File: src/rtl/muldiv_unit.sv
// Iterative M-extension unit: shift-add multiplier and restoring divider.
// It takes one operand pair at a time and gives a single-cycle done pulse with the result.
package muldiv_pkg;
   typedef enum logic [3:0] {
      OP_NOP, OP_ADD, OP_SUB, OP_AND,
      OP_MUL, OP_MULW, OP_DIV, OP_DIVW, OP_DIVU, OP_DIVUW,
      OP_MOD, OP_MODW, OP_MODU, OP_MODUW
   } decode_op_t;
endpackage

module muldiv_unit
   import muldiv_pkg::*;
#(
   parameter int XLEN = 64
) (
   input  logic             clk,
   input  logic             reset,
   input  logic             valid_i,
   input  decode_op_t       op,
   input  logic [XLEN-1:0]  srca,
   input  logic [XLEN-1:0]  srcb,
   input  logic             flush,
   output logic             ready_o,
   output logic             done_o,
   output logic [XLEN-1:0]  result
);

   typedef enum logic [1:0] {IDLE, MUL, DIV, DONE} state_t;

   state_t           state, state_d;
   logic [6:0]       cnt;
   logic [XLEN-1:0]  acc, opa, opb;
   logic             is_w, is_rem, qneg, rneg;

   logic             is_md, dec_mul, dec_w, dec_sgn, dec_rem, accept;
   logic signed [XLEN-1:0] a_ext, b_ext;
   logic [XLEN-1:0]  a_mag, b_mag, min_v, spec_res;
   logic             a_neg, b_neg, b_zero, ovf, special;
   logic [XLEN-1:0]  mul_acc_nx, rem_nx, quo_nx;
   logic [XLEN:0]    rem_sh, diff;
   logic             qbit;

   // Apply the recorded sign, then sign-extend the low word for W ops.
   function automatic logic [XLEN-1:0] fixup(input logic [XLEN-1:0] v,
                                             input logic neg, input logic w);
      logic [XLEN-1:0] t;
      t = neg ? -v : v;
      return w ? {{(XLEN-32){t[31]}}, t[31:0]} : t;
   endfunction

   always_comb begin
      is_md   = 1'b1;
      dec_mul = 1'b0;
      dec_w   = 1'b0;
      dec_sgn = 1'b0;
      dec_rem = 1'b0;
      case (op)
         OP_MUL:   dec_mul = 1'b1;
         OP_MULW:  begin dec_mul = 1'b1; dec_w = 1'b1; end
         OP_DIV:   dec_sgn = 1'b1;
         OP_DIVW:  begin dec_sgn = 1'b1; dec_w = 1'b1; end
         OP_DIVU:  ;
         OP_DIVUW: dec_w = 1'b1;
         OP_MOD:   begin dec_sgn = 1'b1; dec_rem = 1'b1; end
         OP_MODW:  begin dec_sgn = 1'b1; dec_rem = 1'b1; dec_w = 1'b1; end
         OP_MODU:  dec_rem = 1'b1;
         OP_MODUW: begin dec_rem = 1'b1; dec_w = 1'b1; end
         default:  is_md = 1'b0;
      endcase
   end

   assign accept = valid_i && (state == IDLE) && is_md && !flush;

   // W operands are sign-extended so that one signed path serves both widths.
   assign a_ext  = dec_w ? {{(XLEN-32){srca[31]}}, srca[31:0]} : srca;
   assign b_ext  = dec_w ? {{(XLEN-32){srcb[31]}}, srcb[31:0]} : srcb;
   assign a_neg  = dec_sgn && a_ext[XLEN-1];
   assign b_neg  = dec_sgn && b_ext[XLEN-1];
   assign a_mag  = a_neg ? -a_ext : a_ext;
   assign b_mag  = b_neg ? -b_ext : b_ext;
   assign min_v  = dec_w ? {{(XLEN-31){1'b1}}, 31'b0} : {1'b1, {(XLEN-1){1'b0}}};
   assign b_zero = dec_w ? (srcb[31:0] == 32'b0) : (srcb == '0);
   assign ovf    = dec_sgn && (a_ext == min_v) && (b_ext == '1);
   assign special = !dec_mul && (b_zero || ovf);

   always_comb begin
      spec_res = '0;
      if (b_zero)
         spec_res = dec_rem ? a_ext : '1;
      else if (ovf)
         spec_res = dec_rem ? '0 : a_ext;
   end

   assign mul_acc_nx = acc + (opb[0] ? opa : '0);
   assign rem_sh     = {acc, opa[XLEN-1]};
   assign diff       = rem_sh - {1'b0, opb};
   assign qbit       = !diff[XLEN];
   assign rem_nx     = qbit ? diff[XLEN-1:0] : rem_sh[XLEN-1:0];
   assign quo_nx     = {opa[XLEN-2:0], qbit};

   always_ff @(posedge clk or posedge reset) begin
      if (reset) state <= IDLE;
      else       state <= state_d;
   end

   always_comb begin
      state_d = state;
      ready_o = 1'b0;
      done_o  = 1'b0;
      case (state)
         IDLE: begin
            ready_o = 1'b1;
            if (accept) state_d = special ? DONE : (dec_mul ? MUL : DIV);
         end
         MUL, DIV: begin
            if (flush)          state_d = IDLE;
            else if (cnt == 7'd1) state_d = DONE;
         end
         DONE: begin
            done_o  = 1'b1;
            state_d = IDLE;
         end
         default: state_d = IDLE;
      endcase
   end

   always_ff @(posedge clk or posedge reset) begin
      if (reset) begin
         cnt    <= '0;
         acc    <= '0;
         opa    <= '0;
         opb    <= '0;
         is_w   <= 1'b0;
         is_rem <= 1'b0;
         qneg   <= 1'b0;
         rneg   <= 1'b0;
         result <= '0;
      end else begin
         case (state)
            IDLE: if (accept) begin
               is_w   <= dec_w;
               is_rem <= dec_rem;
               qneg   <= a_neg ^ b_neg;
               rneg   <= a_neg;
               cnt    <= dec_w ? 7'd32 : 7'd64;
               acc    <= '0;
               if (dec_mul) begin
                  opa <= a_ext;
                  opb <= b_ext;
               end else begin
                  // W dividends start in the top half so the same MSB-first walk applies.
                  opa <= dec_w ? {a_mag[31:0], {(XLEN-32){1'b0}}} : a_mag;
                  opb <= dec_w ? {{(XLEN-32){1'b0}}, b_mag[31:0]} : b_mag;
               end
               if (special) result <= spec_res;
            end
            MUL: begin
               acc <= mul_acc_nx;
               opa <= opa << 1;
               opb <= opb >> 1;
               cnt <= cnt - 7'd1;
               if (cnt == 7'd1 && !flush) result <= fixup(mul_acc_nx, 1'b0, is_w);
            end
            DIV: begin
               acc <= rem_nx;
               opa <= quo_nx;
               cnt <= cnt - 7'd1;
               if (cnt == 7'd1 && !flush)
                  result <= is_rem ? fixup(rem_nx, rneg, is_w) : fixup(quo_nx, qneg, is_w);
            end
            default: ;
         endcase
      end
   end

endmodule

File: config.mk
export PLATFORM = sky130hd
export DESIGN_NAME = muldiv_unit
export DESIGN_NICKNAME = d
export VERILOG_FILES = /design/src/rtl/muldiv_unit.sv
export SDC_FILE = /design/constraint.sdc
export NUM_CORES = 2
export LEC_CHECK = 0
export CAP_MARGIN = 20
export CORE_ASPECT_RATIO = 1.5
export CORE_MARGIN = 4
export CORE_UTILIZATION = 65
export DETAILED_ROUTE_END_ITERATION = 16
export HOLD_SLACK_MARGIN = 0.08
export PLACE_DENSITY = 0.91
export SYNTH_ARGS = -nofsm -noshare
export SYNTH_HDL_FRONTEND = slang
export SYNTH_SLANG_ARGS = --single-unit
File: constraint.sdc
create_clock -name clk -period 19.8 [get_ports clk]
set_input_delay 1.98 -clock clk [delete_from_list [all_inputs] [get_ports clk]]
set_output_delay 1.98 -clock clk [all_outputs]
set_load 0.02 [all_outputs]
==> results.sh <==
export IMPL_p_int_mw=2.17
export IMPL_syn_area_um2=31000
export IMPL_ys_ff_latch=269
export IMPL_finClkSkew_ns=0.0382
export IMPL_slew_headroom_pct=23.0
export IMPL_criticalPathCategory="register to register"
export IMPL_powerDensity_nw_per_um2=147
export IMPL_yosysSeqAreaShare_pct=21.7
export IMPL_timing_rr_start="opb[0]"
export IMPL_dieArea_um2=51400
export IMPL_vias=36300
export IMPL_synthArstFlopShare_pct=100
export IMPL_drive_gt1_share_pct=4.21
export IMPL_ys_top_cells_by_area="dfrtp_1 (22%), o21ai_0 (8.6%), nand2_1 (7.4%), a21oi_1 (7.3%), ha_1 (5.6%)"
export IMPL_grt_pass1_vias=33500
export IMPL_cp_startpoint="opb[0]"
export IMPL_clock_sinks=269
export IMPL_boundaryPins=202
export IMPL_r2r_cells=25
export IMPL_drt_pre_antenna_iters=7
export IMPL_postCtsSetupRepairBufs=0
export IMPL_drt_iter0_markers=5343
export IMPL_critPathArrivalTime_ns=8.24
export IMPL_nets=4698
export IMPL_cellLeakagePower_nw=13.7
export IMPL_cts_max_path_buffers=3
export IMPL_drc_errors=0
export IMPL_period_minus_slack_ns=7.70
export IMPL_gp_congestion=1.09
export IMPL_die_y_um=276
export IMPL_min_from="result[7]"
export IMPL_die_x_um=186
export IMPL_yosysWarningCount=0
export IMPL_peakVddDrop_mv=0.119
export IMPL_final_antenna_net_count=0
export IMPL_dp_final_hpwl_mm=98.0
export IMPL_period_share_pct=38.9
export IMPL_wl_per_cell_um=25.8
export IMPL_clk_latency_ns=0.64
export IMPL_tns_ns=0
export IMPL_holdPathStages=2
export IMPL_viasPerCell=7.21
export IMPL_core_rowCount=97
export IMPL_drv_cap=0
export IMPL_status="completed"
export IMPL_drv_slew=0
export IMPL_hold_viol_final=0
export IMPL_ys_types=105
export IMPL_grt_overflow_total=0
export IMPL_syn_nets=4696
export IMPL_pwr_share_comb_pct=67.7
export IMPL_power_switching_mw=2.87
export IMPL_cts_resized_gates=0
export IMPL_netlist_instances=4419
export IMPL_avgSynthCellArea_um2=7.02
export IMPL_max_freq_mhz=130
export IMPL_port_buffers=201
export IMPL_tightest_slew_ns=1.15
export IMPL_switching_share_pct=56.9
export IMPL_antenna_found_initial=2
export IMPL_clock_root_buffer="clkbuf_16"
export IMPL_cts_tree="yes"
export IMPL_synth_top_cell_area_share_pct=21.7
export IMPL_synth_area_leader_cell="dfrtp_1"
export IMPL_crit_path_max_fanout=66
export IMPL_clk_pin_slew_ns=0.07
export IMPL_crit_required_ns=20.34
export IMPL_globalRouteTotalUtil_pct=47.9
export IMPL_critPathLaunchType="register"
export IMPL_wl_mm=130
export IMPL_synthToLayoutAreaGrowth_pct=10.4
export IMPL_clkPwrFrac_pct=12.3
export IMPL_grt_max_degree=96
export IMPL_initial_core_util_pct=66.1
export IMPL_core_area_um2=47000
export IMPL_hp_class="register to register"
export IMPL_rsz0062_at_grt="no"
export IMPL_setup_violations=0
export IMPL_synth_edf_count=0
export IMPL_critPathCaptureType="register"
export IMPL_total_power_mw=5.04
export IMPL_cts_hold_fix_buffers=0
export IMPL_grt_pass1_wl_mm=196
export IMPL_worst_r2r_setup_slack_ns=12.10
export IMPL_synthFlopType="dfrtp_1"
export IMPL_seqPwrFrac_pct=19.9
export IMPL_cts_max_level=1
export IMPL_cts_buffers=31
state kept, by name, summed over array words and instances, names as in the netlist:
name	cells
opa	64
qneg	1
cnt	7
is_rem	1
opb	64
state	2
acc	64
is_w	1
rneg	1
result	64
worst max-delay path, stage by stage, from the launching register on:
cell and delay, ns:
dfrtp_1 0.32, buf_4 0.44, ha_1 0.27, inv_1 0.05, fa_1 0.43, a211oi_4 0.37
o211ai_2 0.20, a211oi_4 0.43, o221ai_2 0.18, o211ai_2 0.17, o211a_4 0.51, clkinv_4 0.43
mux2_2 0.40, inv_1 0.07, ha_1 0.20, nand4b_1 0.16, o21bai_1 0.25, nor3_1 0.24
nand3_1 0.17, or4b_1 0.54, a211oi_2 0.46, nand3_1 0.27, o41ai_1 0.49, xnor2_1 0.18
nand2_1 0.07, a311oi_1 0.25
cell usage in the layout (no fill, tap or decap), types with 62 or more instances in the layout:
master | netlist | layout
a211oi_1 | 62 | 62
a21oi_1 | 453 | 451
and2_1 | 85 | 85
clkdlybuf4s50_1 | 0 | 201
dfrtp_1 | 269 | 267
ha_1 | 139 | 136
inv_1 | 125 | 124
nand2_1 | 613 | 612
nand3_1 | 67 | 66
nand4_1 | 74 | 74
nor2_1 | 351 | 346
nor3_1 | 112 | 112
o21ai_0 | 536 | 536
o31ai_1 | 67 | 67
xnor2_1 | 174 | 174
xor2_1 | 161 | 161
cell usage after synthesis (15+ instances only):
| library cell | count |
|---|---|
| nand2_1 | 613 |
| o21ai_0 | 536 |
| a21oi_1 | 453 |
| nor2_1 | 351 |
| dfrtp_1 | 269 |
| clkbuf_1 | 237 |
| xnor2_1 | 174 |
| xor2_1 | 161 |
| ha_1 | 139 |
| inv_1 | 125 |
| nor3_1 | 112 |
| and2_1 | 85 |
| nand4_1 | 74 |
| nand3_1 | 67 |
| o31ai_1 | 67 |
| a211oi_1 | 62 |
| a21o_1 | 56 |
| a31oi_1 | 55 |
| a22oi_1 | 50 |
| or3_1 | 46 |
| a221oi_1 | 44 |
| nor4_1 | 44 |
| o211ai_1 | 42 |
| o41ai_1 | 32 |
| buf_1 | 31 |
| o21ai_1 | 30 |
| o21a_1 | 29 |
| mux2i_1 | 27 |
| nand2b_1 | 26 |
| or4_1 | 23 |
| o21bai_1 | 21 |
| nor2b_1 | 20 |
| a22o_1 | 19 |
| and3_1 | 15 |
| nand3b_1 | 15 |
| o2111ai_1 | 15 |
area by class of cell:
type,instances,area [µm²]
sequential,269,6730
inverter,128,493
multi-input combinational,3734,22800
clock buffer,39,836
tap,594,743
fill,3914,12700
antenna,1,2.50
timing repair buffer,257,2440
clock inverter,17,206
power groups by stage:
stage / sequential (mW) / combinational [mW] / clock [mW]
6_report: 1.00 / 3.42 / 0.622
5_1_grt: 1.01 / 3.62 / 0.636
4_1_cts: 0.982 / 3.26 / 0.613
3_5_place_dp: 0.988 / 3.24 / 0
3_3_place_gp: 0.984 / 3.19 / 0
2_1_floorplan: 0.945 / 2.19 / 0
kinds of logic (layout without fill, tap and decap cells):
family | after synthesis | count (layout) | share of synthesized area [%]
compound gates | 1667 | 1667 | 33.2
flops | 269 | 269 | 21.7
simple gates | 1556 | 1556 | 23.5
xor+xnor | 335 | 335 | 9.45
buf+inv | 416 | 441 | 5.20
other cells | 0 | 1 | 0
fa+ha+maj | 141 | 141 | 5.73
mux | 35 | 35 | 1.21
per-stage QoR:
stage | hold slack [ns] | cells | setup slack, ns | area [µm²] | util, %
final | 0.481 | 5039 | 12.10 | 34300 | 72.9
after global routing | 0.497 | 5038 | 11.84 | 34300 | 72.9
after CTS | 0.481 | 5037 | 12.32 | 34200 | 72.9
after detailed placement | 0.459 | 4981 | 12.22 | 33200 | 70.7
after global placement | 0.458 | 4981 | 12.46 | 33200 | 70.7
after floorplan | 0.460 | 4419 | 10.41 | 31000 | -
routing by layer:
metal / global-route usage, % / up-vias / routed length, µm
li1: - / 16200 / -
met1: 59.4 / 16600 / 45900
met2: 75.5 / 2893 / 55900
met3: 11.0 / 600 / 17200
met4: 30.8 / 0 / 10800
met5: 0 / - / 0
path summary, 6_finish.rpt:
kind | to
worst max-delay path | result[62]
worst min register to register | result[7]
max in group asynchronous | opa[29]
min in group asynchronous | opb[59]
worst min-delay path | result[7]
worst max register to register | result[62]
No activity file was read; power rests on OpenSTA's default activity.
